File: src/rtl/cpu_defs.sv
// Shared definitions for the SIMPLE RISC control stage.
// Contents: FSM state encoding, memory command codes, opcode/op field
// values, ALU operation codes and writeback-source (vsel) codes.
package cpu_defs;

    typedef enum logic [4:0] {
        S_RST      = 5'd0,
        S_IF1      = 5'd1,
        S_IF2      = 5'd2,
        S_UPD_PC   = 5'd3,
        S_DECODE   = 5'd4,
        S_MOV_IMM  = 5'd5,
        S_GET_A    = 5'd6,
        S_GET_B    = 5'd7,
        S_ALU      = 5'd8,
        S_WR_REG   = 5'd9,
        S_ADDR     = 5'd10,
        S_LD_ADDR  = 5'd11,
        S_LDR_RD1  = 5'd12,
        S_LDR_RD2  = 5'd13,
        S_STR_GETB = 5'd14,
        S_STR_C    = 5'd15,
        S_STR_WR   = 5'd16,
        S_HALT     = 5'd17
    } state_t;

    // Memory command
    localparam logic [1:0] MNONE  = 2'b00;
    localparam logic [1:0] MREAD  = 2'b01;
    localparam logic [1:0] MWRITE = 2'b10;

    // Opcode field IR[15:13]
    localparam logic [2:0] OPC_LDR  = 3'b011;
    localparam logic [2:0] OPC_STR  = 3'b100;
    localparam logic [2:0] OPC_ALU  = 3'b101;
    localparam logic [2:0] OPC_MOV  = 3'b110;
    localparam logic [2:0] OPC_HALT = 3'b111;

    // Op field IR[12:11]
    localparam logic [1:0] OP_MOV_REG = 2'b00;
    localparam logic [1:0] OP_MOV_IMM = 2'b10;
    localparam logic [1:0] OP_MEM     = 2'b00;
    localparam logic [1:0] OP_CMP     = 2'b01;
    localparam logic [1:0] OP_MVN     = 2'b11;

    // ALU operation
    localparam logic [1:0] ALU_ADD = 2'b00;

    // Register-file writeback source
    localparam logic [1:0] VSEL_C     = 2'b00;
    localparam logic [1:0] VSEL_IMM8  = 2'b10;
    localparam logic [1:0] VSEL_MDATA = 2'b11;

    // Shifter control for the address and store paths
    localparam logic [1:0] SHIFT_NONE = 2'b00;

endpackage

File: src/rtl/instr_decoder.sv
// Combinational instruction field decoder.
// Ports:
//   ir      in  16  instruction register contents
//   opcode  out 3   IR[15:13]
//   op      out 2   IR[12:11]
//   rn      out 3   IR[10:8]
//   rd      out 3   IR[7:5]
//   sh      out 2   IR[4:3]
//   rm      out 3   IR[2:0]
//   sximm5  out 16  IR[4:0] sign-extended
//   sximm8  out 16  IR[7:0] sign-extended
module instr_decoder (
    input  logic [15:0] ir,
    output logic [2:0]  opcode,
    output logic [1:0]  op,
    output logic [2:0]  rn,
    output logic [2:0]  rd,
    output logic [1:0]  sh,
    output logic [2:0]  rm,
    output logic [15:0] sximm5,
    output logic [15:0] sximm8
);

    assign opcode = ir[15:13];
    assign op     = ir[12:11];
    assign rn     = ir[10:8];
    assign rd     = ir[7:5];
    assign sh     = ir[4:3];
    assign rm     = ir[2:0];
    assign sximm5 = {{11{ir[4]}}, ir[4:0]};
    assign sximm8 = {{8{ir[7]}}, ir[7:0]};

endmodule

File: src/rtl/cpu_controller.sv
// Control stage for the 16-bit SIMPLE RISC datapath: holds the instruction
// register and runs a Moore FSM that sequences fetch, PC update, decode and
// execute. All control outputs are combinational from state and IR.
// Ports:
//   clk, reset                 clock, synchronous active-high reset
//   mdata                      memory read data, captured into IR in IF2
//   mem_cmd, addr_sel          memory command and address source
//   load_pc, reset_pc          PC register control
//   load_addr                  data address register enable
//   readnum, writenum, write   register file control
//   loada..loads, asel, bsel   datapath register enables and operand selects
//   vsel, shift, ALUop         writeback source, shifter and ALU control
//   sximm5, sximm8             sign-extended immediates from IR
//   halted                     high while in HALT
//   fsm_state                  current FSM state (observability)
module cpu_controller
    import cpu_defs::*;
#(
    parameter int DATA_W       = 16,
    parameter bit ILLEGAL_TRAP = 1'b0
) (
    input  logic              clk,
    input  logic              reset,
    input  logic [DATA_W-1:0] mdata,
    output logic [1:0]        mem_cmd,
    output logic              addr_sel,
    output logic              load_pc,
    output logic              reset_pc,
    output logic              load_addr,
    output logic [2:0]        readnum,
    output logic [2:0]        writenum,
    output logic              write,
    output logic              loada,
    output logic              loadb,
    output logic              loadc,
    output logic              loads,
    output logic              asel,
    output logic              bsel,
    output logic [1:0]        vsel,
    output logic [1:0]        shift,
    output logic [1:0]        ALUop,
    output logic [DATA_W-1:0] sximm5,
    output logic [DATA_W-1:0] sximm8,
    output logic              halted,
    output state_t            fsm_state
);

    state_t            state, state_next;
    logic [DATA_W-1:0] ir;
    logic              ir_load;
    logic [2:0]        opcode, rn, rd, rm;
    logic [1:0]        op, sh;
    state_t            decode_target;
    state_t            illegal_target;

    instr_decoder u_dec (
        .ir     (ir),
        .opcode (opcode),
        .op     (op),
        .rn     (rn),
        .rd     (rd),
        .sh     (sh),
        .rm     (rm),
        .sximm5 (sximm5),
        .sximm8 (sximm8)
    );

    always_ff @(posedge clk) begin
        if (reset) begin
            state <= S_RST;
            ir    <= '0;
        end else begin
            state <= state_next;
            if (ir_load) ir <= mdata;
        end
    end

    assign fsm_state      = state;
    assign illegal_target = ILLEGAL_TRAP ? S_HALT : S_IF1;

    // Dispatch from DECODE. MOV reg and MVN skip GET_A because they only
    // need the B operand (A is forced to 0 or ignored by NOT B).
    always_comb begin
        decode_target = illegal_target;
        case (opcode)
            OPC_MOV: begin
                if (op == OP_MOV_IMM)      decode_target = S_MOV_IMM;
                else if (op == OP_MOV_REG) decode_target = S_GET_B;
            end
            OPC_ALU:  decode_target = (op == OP_MVN) ? S_GET_B : S_GET_A;
            OPC_LDR,
            OPC_STR:  if (op == OP_MEM) decode_target = S_GET_A;
            OPC_HALT: decode_target = S_HALT;
            default:  decode_target = illegal_target;
        endcase
    end

    always_comb begin
        state_next = state;
        ir_load    = 1'b0;
        mem_cmd    = MNONE;
        addr_sel   = 1'b0;
        load_pc    = 1'b0;
        reset_pc   = 1'b0;
        load_addr  = 1'b0;
        readnum    = 3'd0;
        writenum   = 3'd0;
        write      = 1'b0;
        loada      = 1'b0;
        loadb      = 1'b0;
        loadc      = 1'b0;
        loads      = 1'b0;
        asel       = 1'b0;
        bsel       = 1'b0;
        vsel       = VSEL_C;
        shift      = SHIFT_NONE;
        ALUop      = ALU_ADD;
        halted     = 1'b0;
        case (state)
            S_RST: begin
                reset_pc   = 1'b1;
                load_pc    = 1'b1;
                state_next = S_IF1;
            end
            S_IF1: begin
                addr_sel   = 1'b1;
                mem_cmd    = MREAD;
                state_next = S_IF2;
            end
            S_IF2: begin
                addr_sel   = 1'b1;
                mem_cmd    = MREAD;
                ir_load    = 1'b1;
                state_next = S_UPD_PC;
            end
            S_UPD_PC: begin
                load_pc    = 1'b1;
                state_next = S_DECODE;
            end
            S_DECODE: state_next = decode_target;
            S_MOV_IMM: begin
                writenum   = rn;
                vsel       = VSEL_IMM8;
                write      = 1'b1;
                state_next = S_IF1;
            end
            S_GET_A: begin
                readnum    = rn;
                loada      = 1'b1;
                state_next = (opcode == OPC_ALU) ? S_GET_B : S_ADDR;
            end
            S_GET_B: begin
                readnum    = rm;
                loadb      = 1'b1;
                state_next = S_ALU;
            end
            S_ALU: begin
                shift = sh;
                ALUop = op;
                // MOV reg computes 0 + shifted Rm, so A is forced to zero.
                asel  = (opcode == OPC_MOV);
                if (opcode == OPC_ALU && op == OP_CMP) begin
                    loads      = 1'b1;
                    state_next = S_IF1;
                end else begin
                    loadc      = 1'b1;
                    state_next = S_WR_REG;
                end
            end
            S_WR_REG: begin
                writenum   = rd;
                vsel       = VSEL_C;
                write      = 1'b1;
                state_next = S_IF1;
            end
            S_ADDR: begin
                bsel       = 1'b1;
                loadc      = 1'b1;
                state_next = S_LD_ADDR;
            end
            S_LD_ADDR: begin
                load_addr  = 1'b1;
                state_next = (opcode == OPC_LDR) ? S_LDR_RD1 : S_STR_GETB;
            end
            S_LDR_RD1: begin
                mem_cmd    = MREAD;
                state_next = S_LDR_RD2;
            end
            S_LDR_RD2: begin
                mem_cmd    = MREAD;
                writenum   = rd;
                vsel       = VSEL_MDATA;
                write      = 1'b1;
                state_next = S_IF1;
            end
            S_STR_GETB: begin
                readnum    = rd;
                loadb      = 1'b1;
                state_next = S_STR_C;
            end
            S_STR_C: begin
                asel       = 1'b1;
                loadc      = 1'b1;
                state_next = S_STR_WR;
            end
            S_STR_WR: begin
                mem_cmd    = MWRITE;
                state_next = S_IF1;
            end
            S_HALT: begin
                halted     = 1'b1;
                state_next = S_HALT;
            end
            default: state_next = S_RST;
        endcase
    end

endmodule

File: config.mk
export PLATFORM = sky130hd
export DESIGN_NAME = cpu_controller
export DESIGN_NICKNAME = d
export VERILOG_FILES = /design/src/rtl/cpu_defs.sv /design/src/rtl/instr_decoder.sv /design/src/rtl/cpu_controller.sv
export SDC_FILE = /design/constraint.sdc
export NUM_CORES = 1
export LEC_CHECK = 0
export CAP_MARGIN = 20
export CORE_MARGIN = 2
export CORE_UTILIZATION = 44
export CTS_BUF_LIST = sky130_fd_sc_hd__clkbuf_2 sky130_fd_sc_hd__clkbuf_4 sky130_fd_sc_hd__clkbuf_8
export CTS_CLUSTER_SIZE = 14
export DETAILED_ROUTE_END_ITERATION = 8
export PLACE_DENSITY_LB_ADDON = 0.3
export SLEW_MARGIN = 25
export SYNTH_ARGS = -nofsm -noshare
export SYNTH_HDL_FRONTEND = slang
export SYNTH_SLANG_ARGS = --single-unit
File: constraint.sdc
create_clock -name clk -period 2.6 [get_ports clk]
set_input_delay 0.52 -clock clk [delete_from_list [all_inputs] [get_ports clk]]
set_output_delay 0.52 -clock clk [all_outputs]
set_load 0.02 [all_outputs]
; After elaboration in Yosys (flattened, before gate mapping)
; Cells that the tools add are included.
[word_totals]
reg_bits = 21
in_bits = 18
output_inout_bits = 63
word_cells = 69
[op_classes]
n_eq_ne = 25
muxes = 30
n_reduce_logical = 12
[ops]
columns = op, n
row1 = $pmux 5 s14, 1
row2 = $eq 5x4->1 const B, 8
row3 = $eq 5x3->1 const B, 4
row4 = $pmux 5 s4, 1
row5 = $mux 1, 14
row6 = $eq 3x3->1 const B, 4
row7 = $reduce_or 2->1, 6
row8 = $eq 5x2->1 const B, 2
row9 = $eq 5x5->1 const B, 2
row10 = $mux 3, 3
row11 = $pmux 3 s3, 1
row12 = $mux 4, 2
row13 = $pmux 2 s2, 2
row14 = $mux 2, 3
row15 = $pmux 3 s2, 1
row16 = $eq 5x1->1 const B, 1
row17 = $logic_not 5->1, 1
row18 = $reduce_or 5->1, 1
row19 = $eq 2x2->1 const B, 2
row20 = $pmux 1 s2, 2
row21 = $reduce_or 4->1, 1
row22 = $eq 3x2->1 const B, 1
row23 = $reduce_or 3->1, 1
row24 = $eq 2x1->1 const B, 1
row25 = 2 further kinds, 2

; Depth between registers and ports, before layout
; Gate-level depths: netlist of run 1.
[depth]
depth_word = 5
depth_mapped = 7

; Hierarchy
; Synthesis of run 1 repeated with hierarchy kept, for this count alone.
[hier_totals]
cells_unflattened = 246
hier_area_um2 = 1740.4
[by_module_without_submodules]
columns = module, instances, cells_each, area_per_inst_um2, seq_area_each_um2
row1 = cpu_controller, 1, 198, 1380.1, 420.4
row2 = instr_decoder, 1, 48, 360.3, 0.0

; Least setup slack after synthesis of run 1
; OpenSTA, ideal clock, no wires.
[synth_timing]
path_kind = reg2out
startpoint = register state[2] (netlist: fsm_state[2])
endpoint = output readnum[0]
arrival_ns = 1.709
path_slack_ns = 0.371
stages_incl_launch_ff = 5
cell_sequence = dfxtp_1 > or3b_2 > nor2_1 > a22oi_1 > nand2_1
[synth_between]
elab_chain_cells = 2
elab_cells_between_ends = 4
cone_classes = 3 x eq/ne / 1 x mux
[synth_lines]
columns = element, line_no
row1 = start: declaration, cpu_controller.sv:48  ; state_t state, state_next;
row2 = start signal: assignment, cpu_controller.sv:73  ; state <= state_next;
row3 = $eq 5x4->1 or $eq 5x3->1 (tied branches), cpu_controller.sv:119  ; case (state)
row4 = $pmux 3 s3 (*), cpu_controller.sv:119
row5 = end: declaration, cpu_controller.sv:30  ; output logic [2:0] readnum,
; Every way passes the cells marked *; elsewhere a longest branch is shown, timed or not.

; Worst setup path after layout of run 1
[layout_timing]
startpoint = register state[1] (netlist: fsm_state[1])
endpoint = output writenum[0]
[layout_between]
elab_chain_cells = 3
elab_cells_between_ends = 5
cone_classes = 3 x eq/ne / 1 x mux / 1 x reduce/logical
[layout_lines]
columns = element, line_no
row1 = $eq 5x4->1, cpu_controller.sv:119
row2 = $reduce_or 2->1 (no line), -
row3 = $pmux 3 s2 (*), cpu_controller.sv:119
row4 = end: declaration, cpu_controller.sv:31  ; output logic [2:0] writenum,
; Marked as above.

==> qor.json, run 1 <==
{
  "status": "completed",
  "floorplan.initialDensity": 0.465,
  "grt_antenna_before_repair": 0,
  "post-cts-setup-buffers": 0,
  "cts.root.buffer_cell": "clkbuf_4",
  "clk-insertion-delay-late_ns": 0.32,
  "yosysMostFrequentCell": "nand2_1",
  "max_slew_margin": 0.659,
  "finalCriticalPeriod_ns": 2.51,
  "fin_tns_setup_ns": 0,
  "rsz0062_at_grt": "no",
  "synth-warning-count": 0,
  "globalRoute.busiestLayer": "met2",
  "drt_iter0_drc": 83,
  "chipWidth_um": 63.8,
  "route.detailed.vias_per_inst": 5.00,
  "fin_ws_ns": 0.0891,
  "ys_top_cells_by_area": "dfxtp_1, buf_4, nand2_1, a21oi_1, nor2_1",
  "global_route.usage.met3": 0.0423,
  "finalWirelength_mm": 4.00,
  "report.final.hold_viol_count": 0,
  "synth.net_count": 246,
  "clock_path_buffers": 2,
  "met1_usage": 0.260,
  "criticalPathCategory": "flop to output port",
  "synth_top_area_cell": "dfxtp_1",
  "drt.antenna.violating_nets": 0,
  "grtUsageTotal": 0.197,
  "synthFlopType": "dfxtp_1",
  "gp_routability_congestion": 0.875,
  "finalCoreUtilization": 0.662,
  "timing.clock.skew_ns": 0.0155,
  "clock_sink_count": 21,
  "floorplan.die_area_um2": 4070,
  "dp_hpwl_mm": 2.97,
  "seq_area_frac_synth": 0.267,
  "cts.reportedPaths.clkPinSlew_ns": 0.13,
  "setup_viol": 0,
  "antenna_cells": 0,
  "final_layout_size_suffix_gt1_frac": 0.0935,
  "yosys.cell_types.count": 44,
  "number_of_buffers_created_by_cts": 3,
  "number_of_global_route_vias_before_repair": 1404,
  "power.density_nw_per_um2": 394,
  "fill_cells": 298,
  "stdcell_count": 324,
  "syn_area_per_cell_um2": 6.91,
  "post-synth-top-area-fraction": 0.267,
  "final_area_um2": 2240,
  "postSynthCellCount": 228,
  "placeableCoreArea_um2": 3390,
  "cp_max_fo": 8,
  "final.period_utilization": 0.966,
  "std_cell_rows": 21,
  "dp.cells": 320,
  "max_clock_freq_ghz": 0.398,
  "area_delta_synth_final_pct": 42.4,
  "yosys_register_bits": 21,
  "reg2reg_depth": 6,
  "worstReg2RegEnd": "ir[1]",
  "cp-start-kind": "flop",
  "die_ht_um": 63.8,
  "critical_path.reg2reg.startpoint": "fsm_state[0]",
  "hold_path_startpoint": "ir[9]",
  "tritoncts": "done",
  "port_buffers": 80,
  "routedWlPerCell_um": 12.3,
  "final_net_count": 297,
  "max_cap_violations": 0,
  "detailroute.via_count": 1619,
  "detail_route.first_pass.iterations": 4,
  "mappedNetlistArea_um2": 1580,
  "ff2ff_setup_slack_ns": 0.83,
  "wire_length_of_the_first_global_routing_pass_mm": 6.41,
  "tightest_slew_ns": 0.511,
  "power_leakage_nw": 0.961,
  "post_synth_most_frequent_cells": "nand2_1, buf_4, a21oi_1",
  "drc_errors": 0,
  "pin_count": 81,
  "post_dp_cell_area_um2": 2210,
  "pre_cts_slack_ns": 0.160,
  "worst-endpoint-required_ns": 2.08,
  "timing.critical_path.arrival_ns": 1.99,
  "grt.overflow.total": 0,
  "worst_hold_endpoint": "ir[9]",
  "holdPathStages": 2,
  "grtUsageMet2": 0.309,
  "clock_tree.htree_level_count": 1,
  "synth-async-reset-ratio": 0,
  "power.ir.vdd_worst_v": 0.000237,
  "critPathCaptureType": "output port",
  "slew_violations": 0,
  "grt_max_degree": 18,
  "hp-class": "flop to flop",
  "synth_enable_flop_cells": 0
}
-- logic make-up after synthesis --
group | share of synthesized area
compound gates | 0.199
xor+xnor | 0.00556
buf+inv | 0.209
flops | 0.267
mux | 0.00635
simple gates | 0.313
-- layout make-up --
type	instances	area [um^2]	share of cell area
timing repair buffer	92	895	0.399
sequential	21	422	0.188
inverter	3	11.3	0.00502
clock buffer	4	30.0	0.0134
multi-input combinational	158	828	0.369
tap	46	57.6	0.0257
-- where the power goes --
part	internal, mW	leakage, nW	switching (mW)
Clock	0.0705	0.0184	0.105
Sequential	0.343	0.171	0.0289
Combinational	0.167	0.771	0.171
Total	0.580	0.961	0.305
-- layout by cell type, fill, tap and decap left out, drive strengths merged, types with 4 or more instances in the layout --
cell / netlist / routed
or2: 4 / 4
dlymetal6s2s: 0 / 7
a21oi: 29 / 29
nand3b: 5 / 5
dlygate4sd2: 0 / 11
dfxtp: 21 / 21
nand2b: 4 / 4
clkbuf: 3 / 4
clkdlybuf4s50: 0 / 62
buf: 43 / 12
nand2: 47 / 47
nor2: 24 / 24
and2: 4 / 4
o21ai: 6 / 6
-- worst max path at each step --
stage                 startpoint          end  cells after the start
detailed placement  fsm_state[2]   readnum[1]                      5
finish              fsm_state[1]  writenum[0]                      4
global placement    fsm_state[2]   readnum[2]                      5
global route        fsm_state[1]        write                      4
floorplan           fsm_state[2]   readnum[0]                      4
CTS                 fsm_state[2]      load_pc                      4
-- stage by stage --
step	total power, mW	hold WS (ns)
floorplan	0.603	0.450
global placement	0.717	0.470
detailed placement	0.716	0.466
CTS	0.890	0.483
global route	0.928	0.520
finish	0.885	0.490
-- what timing repair did --
item	CTS	global route
hold buffers	0	0
resized for setup	13	7
endpoints found under the setup margin	13	7
-- registers in the layout, summed over array words and instances (netlist names) --
| register | count |
|---|---|
| ir | 16 |
| fsm_state | 5 |
-- layer usage --
metal	vias up	wire [um]
li1	829	-
met1	706	1850
met5	-	0
met4	0	72
met3	7	346
met2	77	1730
-- critical path, cell delays in order (launching register included) --
cell	delay (ns)
dfxtp_2	0.38
nand2b_1	0.21
or2_2	0.35
nor2_1	0.12
clkdlybuf4s50_1	0.60
(Power assumes the default switching activity.)
==> inputs of run 2 (changes only) <==
CORE_UTILIZATION = 41   (was 44)
TNS_END_PERCENT = 1   (was not set)
clock period = 2.7 ns   (was 2.6 ns; I/O delays follow)
==> run 2 against run 1 <==
  * The run now ends with setup timing left
  * Wire length is 2.1% higher
  * Utilization shrank 5.1 points
  * Register-to-register slack better by 0.11 ns
  * Count of clock-buffer cells in the layout down 1
  * Critical path depth increased by 1
  * Combinational power decreased by 4%
  * Clock power increased by 19%
  * Cell area rose by 0.45%
  * Critical endpoint is now readnum[0]
  * Largest power group unchanged
==> qor.json, run 2 (synthesis gave the netlist of run 1 again) <==
{
  "top_layer_used": "met3",
  "tightest_slew": {"value": 0.516, "unit": "ns", "change": "+0.00442 ns"},
  "drc_errors": {"value": 0, "change": "unchanged"},
  "post-cts-setup-buffers": {"value": 0, "change": "unchanged"},
  "seq_power_share": {"value": 0.403, "change": "-0.017"},
  "final_net_count": {"value": 293, "change": "-1.3%"},
  "chipWidth": {"value": 66.0, "unit": "um", "change": "+3.4%"},
  "dp_hpwl": {"value": 3.09, "unit": "mm", "change": "+4.0%"},
  "number_of_global_route_vias_before_repair": {"value": 1343, "change": "-4.3%"},
  "die_ht": {"value": 66.0, "unit": "um", "change": "+3.4%"},
  "grtUsageTotal": {"value": 0.180, "change": "-0.0172"},
  "gp_routability_congestion": {"value": 0.891, "change": "+1.8%"},
  "slew_violations": {"value": 0, "change": "unchanged"},
  "cts.reportedPaths.clkPinSlew": {"value": 0.08, "unit": "ns", "change": "-0.05 ns"},
  "power": {"value": 890, "unit": "uW", "change": "+0.61%"},
  "clk-insertion-delay-late": {"value": 0.26, "unit": "ns", "change": "-0.06 ns"},
  "mostFrequentLayoutCell": "clkdlybuf4s50_1",
  "detail_route.first_pass.iterations": {"value": 4, "change": "unchanged"},
  "max_slew_margin": {"value": 0.656, "change": "-0.00295"},
  "power.density": {"value": 395, "unit": "nW/um^2", "change": "+0.16%"},
  "report.final.hold_viol_count": {"value": 0, "change": "unchanged"},
  "fin_tns_setup": {"value": -0.00580, "unit": "ns", "change": "-0.00580 ns"},
  "max_clock_freq_ghz": 0.370,
  "met1_routed_wirelength_after_detailed_routing": {"value": 1.82, "unit": "mm", "change": "-1.8%"},
  "met3_length": {"value": 210, "unit": "um", "change": "-39%"},
  "number_of_buffers_created_by_cts": {"value": 3, "change": "unchanged"},
  "drt_iter0_drc": {"value": 122, "change": "+47%"},
  "pin_count": {"value": 81, "change": "unchanged"},
  "clock_sink_count": {"value": 21, "change": "unchanged"},
  "clock_tree.htree_level_count": {"value": 1, "change": "unchanged"},
  "power.ir.vdd_worst": {"value": 0.000289, "unit": "V", "change": "+22%"},
  "rsz0062_at_grt": "yes",
  "comb_power_share": {"value": 0.362, "change": "-0.019"},
  "timing.clock.skew": {"value": 0.00128, "unit": "ns", "change": "-0.0142 ns"},
  "detailroute.via_count": {"value": 1601, "change": "-1.1%"},
  "finalCoreUtilization": {"value": 0.611, "change": "-0.0509"},
  "cp_max_fo": {"value": 7, "change": "-1"},
  "tritoncts": "done",
  "internal_power_of_the_cells": {"value": 590, "unit": "uW", "change": "+1.8%"},
  "floorplan.die_area": {"value": 4350, "unit": "um^2", "change": "+6.8%"},
  "switching_share": {"value": 0.337, "change": "-0.00760"},
  "max_cap_violations": {"value": 0, "change": "unchanged"},
  "port_buffers": {"value": 80, "change": "unchanged"},
  "floorplan.initialDensity": {"value": 0.427, "change": "-0.0377"},
  "route.detailed.vias_per_inst": {"value": 4.97, "change": "-0.50%"},
  "grt_max_degree": {"value": 22, "change": "+4"},
  "worst-endpoint-required": {"value": 2.16, "unit": "ns", "change": "+0.08 ns"},
  "finalCriticalPeriod_ns": 2.70,
  "clock_path_buffers": {"value": 2, "change": "unchanged"},
  "cp-start-kind": "flop",
  "status": "finished with violations",
  "violations": "setup timing",
  "clock_power_share": {"value": 0.234, "change": "+0.036"},
  "max_flop_register": "ir",
  "grt_antenna_before_repair": {"value": 0, "change": "unchanged"},
  "most-common-layout-cells": "clkdlybuf4s50_1, nand2_1, a21oi_1",
  "routedWlPerCell": {"value": 12.7, "unit": "um", "change": "+2.7%"},
  "timing.critical_path.arrival": {"value": 2.16, "unit": "ns", "change": "+0.17 ns"},
  "std_cell_rows": {"value": 22, "change": "+4.8%"},
  "grt.overflow.total": {"value": 0, "change": "unchanged"},
  "fin_ws": {"value": -0.00407, "unit": "ns", "change": "-0.0931 ns"},
  "critPathCaptureType": "output port",
  "hold-worst-slack": {"value": 0.483, "unit": "ns", "change": "-0.00695 ns"},
  "met2RoutedLength": {"value": 2.05, "unit": "mm", "change": "+19%"},
  "area_delta_synth_final_pct": 43.0,
  "hp-class": "flop to flop",
  "wire_length_of_the_first_global_routing_pass": {"value": 6.27, "unit": "mm", "change": "-2.2%"},
  "power_leakage": {"value": 0.868, "unit": "nW", "change": "-9.6%"},
  "placeableCoreArea": {"value": 3690, "unit": "um^2", "change": "+8.8%"},
  "cts.root.buffer_cell": "clkbuf_8",
  "largest_register_ffs": {"value": 16, "change": "unchanged"},
  "fill_cells": {"value": 345, "change": "+16%"},
  "drt.antenna.violating_nets": {"value": 0, "change": "unchanged"},
  "power.switching": {"value": 300, "unit": "uW", "change": "-1.6%"},
  "setup_viol": {"value": 2, "change": "+2"},
  "criticalPathCategory": "flop to output port",
  "antenna_cells": {"value": 0, "change": "unchanged"},
  "final.period_utilization": 1.00,
  "finalWirelength": {"value": 4.08, "unit": "mm", "change": "+2.1%"},
  "final_layout_size_suffix_gt1_frac": {"value": 0.0876, "change": "-0.00593"}
}
run 2: final timing paths:
check                             startpoint    endpoint  slack [ns]  cells after the start
worst max-delay path            fsm_state[3]  readnum[0]      -0.004                      5
worst min-delay path                   ir[3]       ir[3]        0.48                      2
worst max register to register  fsm_state[0]       ir[7]        0.94                      6
worst min register to register         ir[3]       ir[3]        0.48                      2
run 2: worst max-delay path: stages (launching register included):
cell and delay, ns:
dfxtp_1 0.36, or3b_2 0.55, nor2_2 0.20, a22oi_1 0.12, nand2_1 0.08, clkdlybuf4s50_1 0.60
run 2: metal layers:
layer,vias to the layer above,GRT usage
met5,-,0
met4,0,0.0306
met3,0,0.0204
met2,51,0.317
met1,723,0.240
li1,827,-
run 2: layout make-up:
type,instances,area [um^2],share of cell area
clock buffers,3,41.3,0.0183
clock inverters,1,5.00,0.00222
inverters,3,11.3,0.00500
multi-input cells,158,833,0.370
flip-flops and latches,21,422,0.187
well taps,48,60.1,0.0267
repair buffers,88,881,0.391
run 2: metrics by stage:
stage | area, um^2 | cells | worst slack [ns]
final | 2250 | 322 | -0.00407
after floorplan | 1580 | 228 | 0.451
after CTS | 2240 | 322 | 0.0208
after global routing | 2250 | 322 | -0.0541
after detailed placement | 2190 | 318 | 0.228
after global placement | 2190 | 318 | 0.232
run 2: power by group through the flow:
stage	clock [mW]	sequential [mW]	combinational [mW]
2_1_floorplan	0	0.363	0.218
3_3_place_gp	0	0.365	0.321
3_5_place_dp	0	0.366	0.322
4_1_cts	0.207	0.358	0.324
5_1_grt	0.220	0.364	0.343
6_report	0.209	0.359	0.322
run 2: what timing repair did:
action                     CTS  global route
hold buffers                 0             0
setup endpoints to repair    8             7
cloned                       0             0
gates resized for setup      4             6
pin swaps                    0             1
==> inputs of run 3 (changes only) <==
SKIP_CTS_REPAIR_TIMING = 1   (was not set)
==> run 3 against run 2 <==
  * The flow still finishes with violations (setup timing)
  * Register-to-register slack worse by 0.02 ns
  * Clock skew grew 0.0010 ns
  * Die area is the same
  * Setup slack got worse by 0.0021 ns
  * Clock power about the same
  * Highest routed layer unchanged
==> qor.json, run 3 (synthesis gave the netlist of run 1 again) <==
{
  "drt.antenna.violating_nets": {"value": 0, "change": "unchanged"},
  "critPathCaptureType": "output port",
  "die_ht": {"value": 66.0, "unit": "um", "change": "unchanged"},
  "grtUsageTotal": {"value": 0.179, "change": "-0.00143"},
  "max_cap_violations": {"value": 0, "change": "unchanged"},
  "final.period_utilization": {"value": 1.00, "change": "about the same"},
  "seq_area": {"value": 422, "unit": "um^2", "change": "unchanged"},
  "grt_max_degree": {"value": 22, "change": "unchanged"},
  "max_slew_margin": {"value": 0.652, "change": "-0.00386"},
  "cp_max_fo": {"value": 7, "change": "unchanged"},
  "worst-endpoint-required": {"value": 2.16, "unit": "ns", "change": "about the same"},
  "finalWirelength": {"value": 4.09, "unit": "mm", "change": "+0.25%"},
  "timing.critical_path.arrival": {"value": 2.17, "unit": "ns", "change": "about the same"},
  "power.ir.vdd_worst": {"value": 0.000289, "unit": "V", "change": "about the same"},
  "clk-insertion-delay-late": {"value": 0.26, "unit": "ns", "change": "about the same"},
  "detailroute.via_count": {"value": 1602, "change": "+0.062%"},
  "cts.root.buffer_cell": "clkbuf_8",
  "met3_length": {"value": 238, "unit": "um", "change": "+13%"},
  "pre_cts_slack": {"value": 0.228, "unit": "ns", "change": "unchanged"},
  "criticalPathCategory": "flop to output port",
  "report.final.hold_viol_count": {"value": 0, "change": "unchanged"},
  "final_layout_size_suffix_gt1_frac": {"value": 0.0912, "change": "+0.00365"},
  "mostFrequentLayoutCell": "clkdlybuf4s50_1",
  "violations": "setup timing",
  "route.detailed.vias_per_inst": {"value": 4.98, "change": "about the same"},
  "pin_count": {"value": 81, "change": "unchanged"},
  "tightest_slew": {"value": 0.521, "unit": "ns", "change": "+0.00580 ns"},
  "multi_input_comb_area": {"value": 836, "unit": "um^2", "change": "+0.30%"},
  "rsz0062_at_grt": "yes",
  "drt_iter0_drc": {"value": 146, "change": "+20%"},
  "slew_violations": {"value": 0, "change": "unchanged"},
  "antenna_cells": {"value": 0, "change": "unchanged"},
  "wire_length_of_the_first_global_routing_pass": {"value": 6.24, "unit": "mm", "change": "-0.56%"},
  "timing.clock.skew": {"value": 0.00233, "unit": "ns", "change": "+0.00105 ns"},
  "tritoncts": "done",
  "chipWidth": {"value": 66.0, "unit": "um", "change": "unchanged"},
  "number_of_buffers_created_by_cts": {"value": 3, "change": "unchanged"},
  "holdPathStages": {"value": 2, "change": "unchanged"},
  "most-common-layout-cells": "clkdlybuf4s50_1, nand2_1, a21oi_1",
  "setup_viol": {"value": 1, "change": "-1"},
  "power.density": {"value": 392, "unit": "nW/um^2", "change": "-0.72%"},
  "hold-worst-slack": {"value": 0.483, "unit": "ns", "change": "-0.000218 ns"},
  "met1_routed_wirelength_after_detailed_routing": {"value": 1.78, "unit": "mm", "change": "-1.9%"},
  "grt.overflow.total": {"value": 0, "change": "unchanged"},
  "fin_tns_setup": {"value": -0.00617, "unit": "ns", "change": "-0.000372 ns"},
  "dp_hpwl": {"value": 3.09, "unit": "mm", "change": "unchanged"},
  "top_layer_used": "met3",
  "reg2reg_depth": {"value": 6, "change": "unchanged"},
  "finalCoreUtilization": {"value": 0.615, "change": "+0.00407"},
  "placeableCoreArea": {"value": 3690, "unit": "um^2", "change": "unchanged"},
  "detail_route.first_pass.iterations": {"value": 4, "change": "unchanged"},
  "floorplan.initialDensity": {"value": 0.427, "change": "unchanged"},
  "max_clock_freq": {"value": 0.370, "unit": "GHz", "change": "about the same"},
  "fin_ws": {"value": -0.00617, "unit": "ns", "change": "-0.00210 ns"},
  "max_flop_register": "ir",
  "area_delta_synth_final_pct": 44.0,
  "power_leakage": {"value": 0.933, "unit": "nW", "change": "+7.5%"},
  "clock_sink_count": {"value": 21, "change": "unchanged"},
  "port_buffers": {"value": 80, "change": "unchanged"},
  "clock_tree.htree_level_count": {"value": 1, "change": "unchanged"},
  "cts.reportedPaths.clkPinSlew": {"value": 0.08, "unit": "ns", "change": "about the same"},
  "fill_cells": {"value": 340, "change": "-1.4%"},
  "status": "finished with violations",
  "met2RoutedLength": {"value": 2.07, "unit": "mm", "change": "+0.73%"},
  "drc_errors": {"value": 0, "change": "unchanged"},
  "final_net_count": {"value": 293, "change": "unchanged"},
  "cp-start-kind": "flop",
  "number_of_global_route_vias_before_repair": {"value": 1337, "change": "-0.45%"},
  "gp_routability_congestion": {"value": 0.891, "change": "unchanged"},
  "routedWlPerCell": {"value": 12.7, "unit": "um", "change": "+0.25%"},
  "finalCriticalPeriod": {"value": 2.71, "unit": "ns", "change": "+0.00210 ns"},
  "std_cell_rows": {"value": 22, "change": "unchanged"},
  "grt_antenna_before_repair": {"value": 0, "change": "unchanged"},
  "largest_register_ffs": {"value": 16, "change": "unchanged"},
  "hp-class": "flop to flop",
  "floorplan.die_area": {"value": 4350, "unit": "um^2", "change": "unchanged"},
  "clock_path_buffers": {"value": 2, "change": "unchanged"}
}
-- run 3: cell count changes in the layout (fill, tap and decap cells not counted), sizes merged --
cell and delta:
dlygate4sd2 -2, clkdlybuf4s50 -2, dlymetal6s2s +4
-- run 3: layer usage --
metal,vias up,GRT usage
met3,0,0.0204
met5,-,0
met1,716,0.240
li1,827,-
met4,0,0.0306
met2,59,0.312
-- run 3: worst max-delay path, stage by stage (launching register included) --
cell and delay (ns):
dfxtp_1 0.36, or3b_2 0.55, nor2_2 0.20, a22oi_1 0.12
nand2_1 0.08, clkdlybuf4s50_1 0.60
-- run 3: layout make-up --
cell class | instances | area share
timing repair buffer | 88 | 0.394
clock inverter | 1 | 0.00221
sequential | 21 | 0.186
inverter | 3 | 0.00496
clock buffer | 3 | 0.0182
tap | 48 | 0.0265
multi-input combinational | 158 | 0.368
-- run 3: final timing paths --
check	start	to	slack, ns
max	fsm_state[3]	readnum[0]	-0.006
min	ir[3]	ir[3]	0.48
max reg2reg	fsm_state[0]	ir[11]	0.92
min reg2reg	ir[3]	ir[3]	0.48
-- run 3: where the power goes --
part	switching (mW)	internal, mW	total, mW
registers	0.0288	0.330	0.359
logic	0.166	0.158	0.323
clock network	0.105	0.103	0.207
total	0.299	0.590	0.889
-- run 3: metrics by stage --
stage / cells / area [um^2] / total power [mW]
after global placement: 318 / 2190 / 0.685
after global routing: 322 / 2270 / 0.928
after floorplan: 228 / 1580 / 0.580
after CTS: 322 / 2240 / 0.888
after detailed placement: 318 / 2190 / 0.688
final: 322 / 2270 / 0.889
